<file path="config.mk">
export PLATFORM = sky130hd
export DESIGN_NAME = fetch_stage_flat
export DESIGN_NICKNAME = d
export VERILOG_FILES = /design/src/rtl/fetch_pkg.sv /design/src/rtl/fetch_if.sv /design/src/rtl/if_id_reg.sv /design/src/rtl/fetch_stage.sv /design/src/flat_wrapper.sv
export SDC_FILE = /design/constraint.sdc
export NUM_CORES = 1
export LEC_CHECK = 0
export CORE_ASPECT_RATIO = 0.6
export CORE_MARGIN = 1
export CORE_UTILIZATION = 57
export DETAILED_ROUTE_END_ITERATION = 10
export GPL_TIMING_DRIVEN = 0
export HOLD_SLACK_MARGIN = 0.05
export PLACE_DENSITY_LB_ADDON = 0.3
export SETUP_SLACK_MARGIN = 0.5
export SLEW_MARGIN = 30
export SYNTH_ARGS = -nofsm -noshare
export SYNTH_HDL_FRONTEND = slang
export SYNTH_HIERARCHICAL = 1
export SYNTH_SLANG_ARGS = --single-unit
</file>
<file path="constraint.sdc">
create_clock -name clk -period 11.75 [get_ports clk]
set_input_delay 1.175 -clock clk [delete_from_list [all_inputs] [get_ports clk]]
set_output_delay 1.175 -clock clk [all_outputs]
set_load 0.02 [all_outputs]
</file>
<file path="src/rtl/fetch_pkg.sv">
// Shared types and constants for the instruction-fetch stage.
package fetch_pkg;

    localparam logic [31:0] RESET_PC  = 32'h0000_0000;
    localparam logic [31:0] NOP_INSTR = 32'h0000_0013;   // addi x0,x0,0

    typedef enum logic [1:0] {
        RUN  = 2'd0,
        WAIT = 2'd1,
        DROP = 2'd2
    } fetch_state_t;

    typedef struct packed {
        logic [31:0] instr;
        logic [31:0] pc;
        logic [31:0] pc_plus4;
        logic        valid;
    } if_id_t;

    // Sequential fetch address; wraps at the top of the 32-bit space.
    function automatic logic [31:0] pc_next(input logic [31:0] pc);
        return pc + 32'd4;
    endfunction

endpackage

</file>
<file path="src/rtl/fetch_if.sv">
// Instruction-memory request/response channel between fetch and imem.
interface fetch_if;

    logic        imem_req_valid;
    logic        imem_req_ready;
    logic [31:0] imem_addr;
    logic        imem_rsp_valid;
    logic [31:0] imem_rsp_data;

    modport master (
        output imem_req_valid,
        output imem_addr,
        input  imem_req_ready,
        input  imem_rsp_valid,
        input  imem_rsp_data
    );

    modport slave (
        input  imem_req_valid,
        input  imem_addr,
        output imem_req_ready,
        output imem_rsp_valid,
        output imem_rsp_data
    );

endinterface

</file>
<file path="src/rtl/if_id_reg.sv">
// IF/ID pipeline register with flush (bubble), hold and load controls.
module if_id_reg
    import fetch_pkg::*;
(
    input  logic   clk,
    input  logic   reset,
    input  logic   bubble,
    input  logic   hold,
    input  logic   load,
    input  if_id_t d,
    output if_id_t q
);

    // Flush beats hold beats load; an idle cycle inserts a bubble but keeps the PCs.
    always_ff @(posedge clk) begin
        if (reset) begin
            q.instr    <= NOP_INSTR;
            q.pc       <= '0;
            q.pc_plus4 <= '0;
            q.valid    <= 1'b0;
        end else if (bubble) begin
            q.instr <= NOP_INSTR;
            q.valid <= 1'b0;
        end else if (!hold) begin
            if (load) begin
                q <= d;
            end else begin
                q.instr <= NOP_INSTR;
                q.valid <= 1'b0;
            end
        end
    end

endmodule

</file>
<file path="src/rtl/fetch_stage.sv">
// Instruction fetch: owns the fetch PC, keeps at most one imem request in
// flight, and feeds the IF/ID register through a one-entry hold buffer.
//
// state | meaning
// RUN   | no request outstanding
// WAIT  | one request outstanding, its response is live
// DROP  | one request outstanding, its response is stale and gets discarded
module fetch_stage
    import fetch_pkg::*;
(
    input  logic        clk,
    input  logic        reset,
    fetch_if.master     imem,
    input  logic        stall_d,
    input  logic        redirect,
    input  logic [31:0] redirect_pc,
    output logic [31:0] instr_d,
    output logic [31:0] pc_d,
    output logic [31:0] pc_plus4_d,
    output logic        valid_d
);

    fetch_state_t state, state_nxt;
    logic [31:0]  pc_f;
    logic [31:0]  req_pc;
    logic         hold_valid;
    logic [31:0]  hold_instr;
    logic [31:0]  hold_pc;

    logic         req_valid;
    logic         req_fire;
    logic         dec_free;
    logic         rsp_live;
    logic         rsp_to_hold;
    logic         dec_load;
    logic         dec_hold;
    if_id_t       dec_d;
    if_id_t       dec_q;

    assign dec_free    = !stall_d || !dec_q.valid;
    assign rsp_live    = (state == WAIT) && imem.imem_rsp_valid;
    assign rsp_to_hold = rsp_live && !dec_free && !redirect;

    // Request gating and next-state selection; redirect reroutes everything except DROP.
    always_comb begin
        state_nxt = state;
        req_valid = 1'b0;
        case (state)
            RUN:     req_valid = !hold_valid;
            WAIT:    req_valid = imem.imem_rsp_valid && !rsp_to_hold;
            default: req_valid = 1'b0;
        endcase
        if (reset) begin
            req_valid = 1'b0;
        end
        req_fire = req_valid && imem.imem_req_ready;

        case (state)
            RUN:     if (req_fire) state_nxt = WAIT;
            WAIT:    if (imem.imem_rsp_valid) state_nxt = req_fire ? WAIT : RUN;
            DROP:    if (imem.imem_rsp_valid) state_nxt = RUN;
            default: state_nxt = RUN;
        endcase

        if (redirect && (state != DROP)) begin
            state_nxt = (req_fire || ((state == WAIT) && !imem.imem_rsp_valid)) ? DROP : RUN;
        end
    end

    // State register.
    always_ff @(posedge clk) begin
        if (reset) begin
            state <= RUN;
        end else begin
            state <= state_nxt;
        end
    end

    // Fetch PC and the PC of the request in flight.
    always_ff @(posedge clk) begin
        if (reset) begin
            pc_f   <= RESET_PC;
            req_pc <= RESET_PC;
        end else begin
            if (req_fire) begin
                req_pc <= pc_f;
            end
            if (redirect) begin
                pc_f <= redirect_pc;
            end else if (req_fire) begin
                pc_f <= pc_next(pc_f);
            end
        end
    end

    // Hold buffer: catches a response that lands while decode is stalled.
    always_ff @(posedge clk) begin
        if (reset || redirect) begin
            hold_valid <= 1'b0;
        end else if (hold_valid && !stall_d) begin
            hold_valid <= 1'b0;
        end else if (rsp_to_hold) begin
            hold_valid <= 1'b1;
            hold_instr <= imem.imem_rsp_data;
            hold_pc    <= req_pc;
        end
    end

    // The held entry always goes first; no response can compete while it is full.
    assign dec_hold       = stall_d && dec_q.valid;
    assign dec_load       = hold_valid ? !stall_d : (rsp_live && dec_free);
    assign dec_d.instr    = hold_valid ? hold_instr : imem.imem_rsp_data;
    assign dec_d.pc       = hold_valid ? hold_pc : req_pc;
    assign dec_d.pc_plus4 = pc_next(dec_d.pc);
    assign dec_d.valid    = 1'b1;

    if_id_reg u_if_id (
        .clk    (clk),
        .reset  (reset),
        .bubble (redirect),
        .hold   (dec_hold),
        .load   (dec_load),
        .d      (dec_d),
        .q      (dec_q)
    );

    assign imem.imem_req_valid = req_valid;
    assign imem.imem_addr      = pc_f;

    assign instr_d    = dec_q.instr;
    assign pc_d       = dec_q.pc;
    assign pc_plus4_d = dec_q.pc_plus4;
    assign valid_d    = dec_q.valid;

endmodule
</file>
<file path="src/flat_wrapper.sv">
// flat-port wrapper written by rule: the top's interface ports become plain ports
module fetch_stage_flat import fetch_pkg::*;
  (clk, reset, stall_d, redirect, redirect_pc, instr_d, pc_d, pc_plus4_d, valid_d, imem_imem_req_valid, imem_imem_addr, imem_imem_req_ready, imem_imem_rsp_valid, imem_imem_rsp_data);
  fetch_if imem_i ();
  input  logic clk;
  input  logic reset;
  input  logic stall_d;
  input  logic redirect;
  input  logic [31:0] redirect_pc;
  output logic [31:0] instr_d;
  output logic [31:0] pc_d;
  output logic [31:0] pc_plus4_d;
  output logic valid_d;
  output wire logic [$bits(imem_i.imem_req_valid)-1:0] imem_imem_req_valid;
  output wire logic [$bits(imem_i.imem_addr)-1:0] imem_imem_addr;
  input wire logic [$bits(imem_i.imem_req_ready)-1:0] imem_imem_req_ready;
  input wire logic [$bits(imem_i.imem_rsp_valid)-1:0] imem_imem_rsp_valid;
  input wire logic [$bits(imem_i.imem_rsp_data)-1:0] imem_imem_rsp_data;
  assign imem_imem_req_valid = imem_i.imem_req_valid;
  assign imem_imem_addr = imem_i.imem_addr;
  assign imem_i.imem_req_ready = imem_imem_req_ready;
  assign imem_i.imem_rsp_valid = imem_imem_rsp_valid;
  assign imem_i.imem_rsp_data = imem_imem_rsp_data;
  fetch_stage u_core (.clk(clk), .reset(reset), .imem(imem_i), .stall_d(stall_d), .redirect(redirect), .redirect_pc(redirect_pc), .instr_d(instr_d), .pc_d(pc_d), .pc_plus4_d(pc_plus4_d), .valid_d(valid_d));
endmodule
</file>
Yosys cells after proc, flatten, opt, wreduce, memory -nomap -nowiden
Index checks and enable logic that the tools add are counted.

storage, ports and cells
  word-level logic and storage cells = 65
  input port bits = 70
  flip-flop bits (word level) = 228
  output and inout bits = 130

operators by class
  add/sub/neg operators = 2
  equality and inequality tests = 6
  mux-type cells = 16
  bitwise gates (word level) = 4
  reduce and logical (&&, ||, !) cells = 27

operators with widths
  operator                                                number
  2-to-1 mux 32 bit                                       5
  adder 32 x 3 -> 32 bit (second input constant)          2
  logical AND 1 bit                                       10
  2-to-1 mux 2 bit                                        5
  AND reduction 3 bit                                     3
  zero test 1 bit                                         7
  inequality test 3 x 2 -> 1 bit (second input constant)  2
  one-hot mux 2 bit (3 select lines)                      1
  2-to-1 mux 1 bit                                        4
  inverter 1 bit                                          4
  OR reduction 2 bit                                      2
  logical OR 1 bit                                        3
  inequality test 3 x 1 -> 1 bit (second input constant)  1
  == test 2 x 1 -> 1 bit (second input constant)          1
  == test 2 bit (second input constant)                   1
  zero test 2 bit                                         1
  inequality test 2 bit (second input constant)           1
  one-hot mux 1 bit (2 select lines)                      1
  nonzero test 2 bit                                      1

Depth between registers and ports, before layout
  depth after elaboration = 14
  gate-level depth with buffers = 15
  depth with buffers taken out = 11

Cells and area by module
Netlist, hierarchy kept.

by module, submodules not included
  module       sequential area each (µm²)  area an instance (µm²)  cells an instance  instances
  fetch_stage  3263.1                      6697.7                  650                1
  if_id_reg    1941.9                      4219.0                  425                1

Worst setup path before layout
No wires, ideal clock.

  kind = input to register
  start point = input port redirect
  end point = register u_core.hold_instr[0], enable pin
  arrival = 4.448 ns
  data required time = 11.256 ns
  library setup time = 0.494 ns
  stages = 3
  path buffers = 1
  path slack = 6.808 ns
  cells stage by stage = clkbuf_1 > and3b_1 > nor2b_1

between the ends
  cells in the longest elaborated chain, start to end = 3
  elaborated cells between the ends (all ways) = 5
  those cells by class = bitwise (1); reduce/logical (4)

RTL lines
  element                                                     line                                  RTL
  from (decl)                                                 flat_wrapper.sv:8                     input logic redirect;
  zero test 1 bit / logical OR 1 bit (equally long branches)  fetch_stage.sv:42, fetch_stage.sv:98
  logical AND 1 bit / inverter 1 bit (equally long branches)  n/a
  AND reduction 3 bit (no line) *                             n/a
  to (signal assigned)                                        fetch_stage.sv:104                    hold_instr <= imem.imem_rsp_data;
  to (decl)                                                   fetch_stage.sv:27                     logic [31:0] hold_instr;

Mark *: on every way between the ends. The rest lies on a longest branch, timed or not.
A chain may end at the register's enable or synchronous reset.

Worst setup path after layout
  start point = input port redirect
  end point = output port imem_imem_req_valid

between the ends
  cells in the longest elaborated chain, start to end = 6

RTL lines
  element                             line                RTL
  zero test 1 bit                     fetch_stage.sv:42   assign rsp_to_hold = rsp_live && !dec_free && !redirect;
  logical AND 1 bit                   fetch_stage.sv:42
  zero test 1 bit                     fetch_stage.sv:50   WAIT: req_valid = imem.imem_rsp_valid && !rsp_to_hold;
  logical AND 1 bit                   fetch_stage.sv:50
  one-hot mux 1 bit (2 select lines)  fetch_stage.sv:48   case (state)
  2-to-1 mux 1 bit                    fetch_stage.sv:53   if (reset) begin
  to (decl)                           flat_wrapper.sv:14  output wire logic [$bits(imem_i.imem_req_valid)-1:0] imem_imem_req_valid;

No other way between the ends.

==> metrics <==
clk root buf=clkbuf_16; number of CTS-inserted buffers=21; Seq/Total Area, Yosys=0.477; clock buffer depth=3; Slowest-stage cell, CP=clkdlybuf4s50_1; Final Util=0.757; TritonCTS clock tree=done; Setup violations, final=0; die area=slightly below 0.02 mm2; Required @ worst endpoint=roughly 11 ns; leakage=4.84 nW; largest net degree at the start of global routing=24; cts repair resizes=0; layout cells sized above 1=0.101; CP Buf/Inv Count=5; Port Buf Inserts=199; FP Rows=38; async set-reset flop share out of synthesis=0; Synth cell types=71; Arr. time, crit path=~3.6 ns; Slew @ Worst Pin=0.877 ns; hpwl dp=between 20 and 25 mm; DR WL/cell=between 20 and 25 um; Synth Warn #=6; Slew Limit Fails=0; final non-filler cell total=around 1.6k; Die Span X=181 um; Fill cells=1273; initial antenna violation count=1; Crit. End Element=primary output; H-tree depth=1; origin of the worst setup path=redirect; boundary pin count=200; drc violations=0; Seq. cell area=between 0.005 and 0.006 mm2; pre-CTS worst setup slack=7.00 ns; Starting Density=0.593; reg2reg end=u_core/u_if_id/q[19]; syn_nets=1147; min-delay worst type=reg -> reg; first-pass GRT wire length=about 50 mm; vias=9244; MaxCap Viol Count=0; Total Wirelength=about 32 mm; fin worst setup slack=about 6.9 ns; DR vias/cell=around 6; TritonRoute pass-1 iters=5; final hold violation count=0; clock slew at reported path FFs=about 0.060 ns; Detail Route Antenna Nets=0; Synth Area in Adders=0.00229; launching element type of the critical path=primary input; fin crit share=0.409; RSZ-0062 raised after global routing=no; status=complete, no violations; FF-to-FF path depth=15; CTS Hold Buffers Added=0; Stages on worst setup path=7; kind of critical path=in -> out; design area=0.0139 mm2; worst vdd ir=slightly above 0.08 mV; core area=between 0.015 and 0.02 mm2; CP peak stage delay=just over 0.6 ns; Syn Area/Cell=about 10 um2; area fraction in compound gates after synthesis=0.0756; placed cells=about 1.5k; Area after DPL=~0.013 mm2; Placer Congestion=between 0.9 and 1; top_reg_cell synth=dfxtp_1; area of the multi-input gates=roughly 0.0052 mm2; # Post-CTS Setup Buffers=0; Netlist Area Pre-Place=about 0.011 mm2; #FFs+latches synth=228; Area Overhead vs Synth=27.6%; CP Cell Sequence=clkdlybuf4s50_1 > clkbuf_1 > and3b_1 > o21a_2 > clkinv_4 > buf_6 > clkdlybuf4s50_1; skew final=approximately 0.010 ns; GR Util All Layers=0.322; mux cell area share after synthesis=0.118; cell count after synthesis=approximately 1.1k; FF-to-FF Start=u_core/hold_valid; XOR/XNOR share of the synthesized area=0.0385; Period minus WS final=4.80 ns; Overflow after GRT=0; Crit path top cell by count=clkdlybuf4s50_1; FMAX=roughly 210 MHz; nets@finish=1372; vias in the first global route=about 9.1k; Worst R2R Setup Slack=7.65 ns; Synth Area in Simple Gates=0.241; largest family of logic cells by synthesized area=simple AND/OR/NAND/NOR gates; Worst Setup EP=imem_imem_req_valid; # clock sinks=roughly 230; DRT iter0 DRCs=about 970; EDFF count, synth=64; CP delay by family, top=buffers and inverters; chip height=~110 um; critical path peak fanout=10; clk_lat worst skew=around 0.5 ns; Setup Total Neg Slack=0 ns; pwr/cell area=117 mW/mm2; Max-slew headroom=0.416
[cell usage in the layout, fill, tap and decap left out, drive strengths merged, types with 7 or more instances in the layout]
cell type / netlist / routed
nor4: 7 / 7
xor2: 32 / 32
o22ai: 9 / 9
edfxtp: 64 / 64
a31oi: 11 / 11
nand2b: 130 / 130
nor2: 30 / 30
dfxtp: 164 / 164
clkbuf: 34 / 65
nand3b: 61 / 61
buf: 34 / 37
and2: 11 / 11
xnor2: 16 / 16
o21ai: 11 / 11
mux2i: 74 / 74
a21oi: 47 / 47
mux2: 49 / 49
a211oi: 12 / 12
clkinv: 2 / 7
nand3: 18 / 18
nor3: 16 / 16
inv: 20 / 20
clkdlybuf4s50: 0 / 199
nand2: 123 / 123
nor2b: 13 / 13
nand4: 26 / 26
[worst min path at each step]
stage,from,to,cells past startpoint
final,u_core/req_pc[28],u_core/hold_pc[28],0
after detailed placement,u_core/req_pc[28],u_core/hold_pc[28],0
after global routing,u_core/req_pc[28],u_core/hold_pc[28],0
after CTS,u_core/req_pc[28],u_core/hold_pc[28],0
after floorplan,u_core/req_pc[28],u_core/hold_pc[28],0
after global placement,u_core/req_pc[28],u_core/hold_pc[28],0
[logic make-up after synthesis]
| kind of cell | Yosys count |
|---|---|
| AOI/OAI and AO/OA | 124 |
| xor gates and xnor gates | 48 |
| adders and majority gates | 2 |
| buffers and inverters | 92 |
| DFF | 228 |
| muxes | 123 |
| other | 1 |
| and+or+nand+nor | 457 |
[synthesized netlist by cell type (all sizes together) (12+ instances only)]
cell type	instances	area (um2)
xnor2	16	140
nand3b	61	458
nand2b	130	813
buf	34	284
dfxtp	164	3280
nand3	18	95.1
xor2	32	280
inv	20	75.1
mux2i	74	741
mux2	49	552
nor2	30	113
nand4	26	190
nor3	16	80.1
nor2b	13	81.3
edfxtp	64	1920
clkbuf	34	129
a211oi	12	100
a21oi	47	235
nand2	123	472
[final cells by class]
class / count / share of cell area
multi-input combinational: 755 / 0.374
sequential: 228 / 0.374
timing repair buffer: 202 / 0.149
clock buffer: 31 / 0.0426
buffer: 70 / 0.0309
tap: 240 / 0.0216
inverter: 22 / 0.00629
clock inverter: 5 / 0.00171
antenna: 2 / 0.000359
[power by group]
group	internal, W	switching, W
registers	0.000820	0.0000200
clock network	0.000349	0.000286
logic	0.0000738	0.0000800
[routing by layer]
layer / part of all wire / vias to the layer above / GRT usage
met3: 0.11 / 51 / 0.0848
met5: 0 / - / 0
met1: 0.46 / 4475 / 0.479
li1: - / 4215 / -
met2: 0.41 / 503 / 0.466
met4: 0.017 / 0 / 0.0665
[flip-flops by register name, summed over array words and instances (netlist names)]
register and cells:
u_core/req_pc 32, u_core/u_if_id/q 97, u_core/hold_valid 1, u_core/hold_pc 32, u_core/hold_instr 32, u_core/imem.imem_addr 32, u_core/state 2
[stage by stage]
stage | power, W | hold slack [ns]
after global placement | 0.00100 | 0.415
final | 0.00163 | 0.437
after floorplan | 0.000933 | 0.408
after CTS | 0.00163 | 0.437
after global routing | 0.00168 | 0.464
after detailed placement | 0.00101 | 0.423
Power figures use the tool's default switching activity.
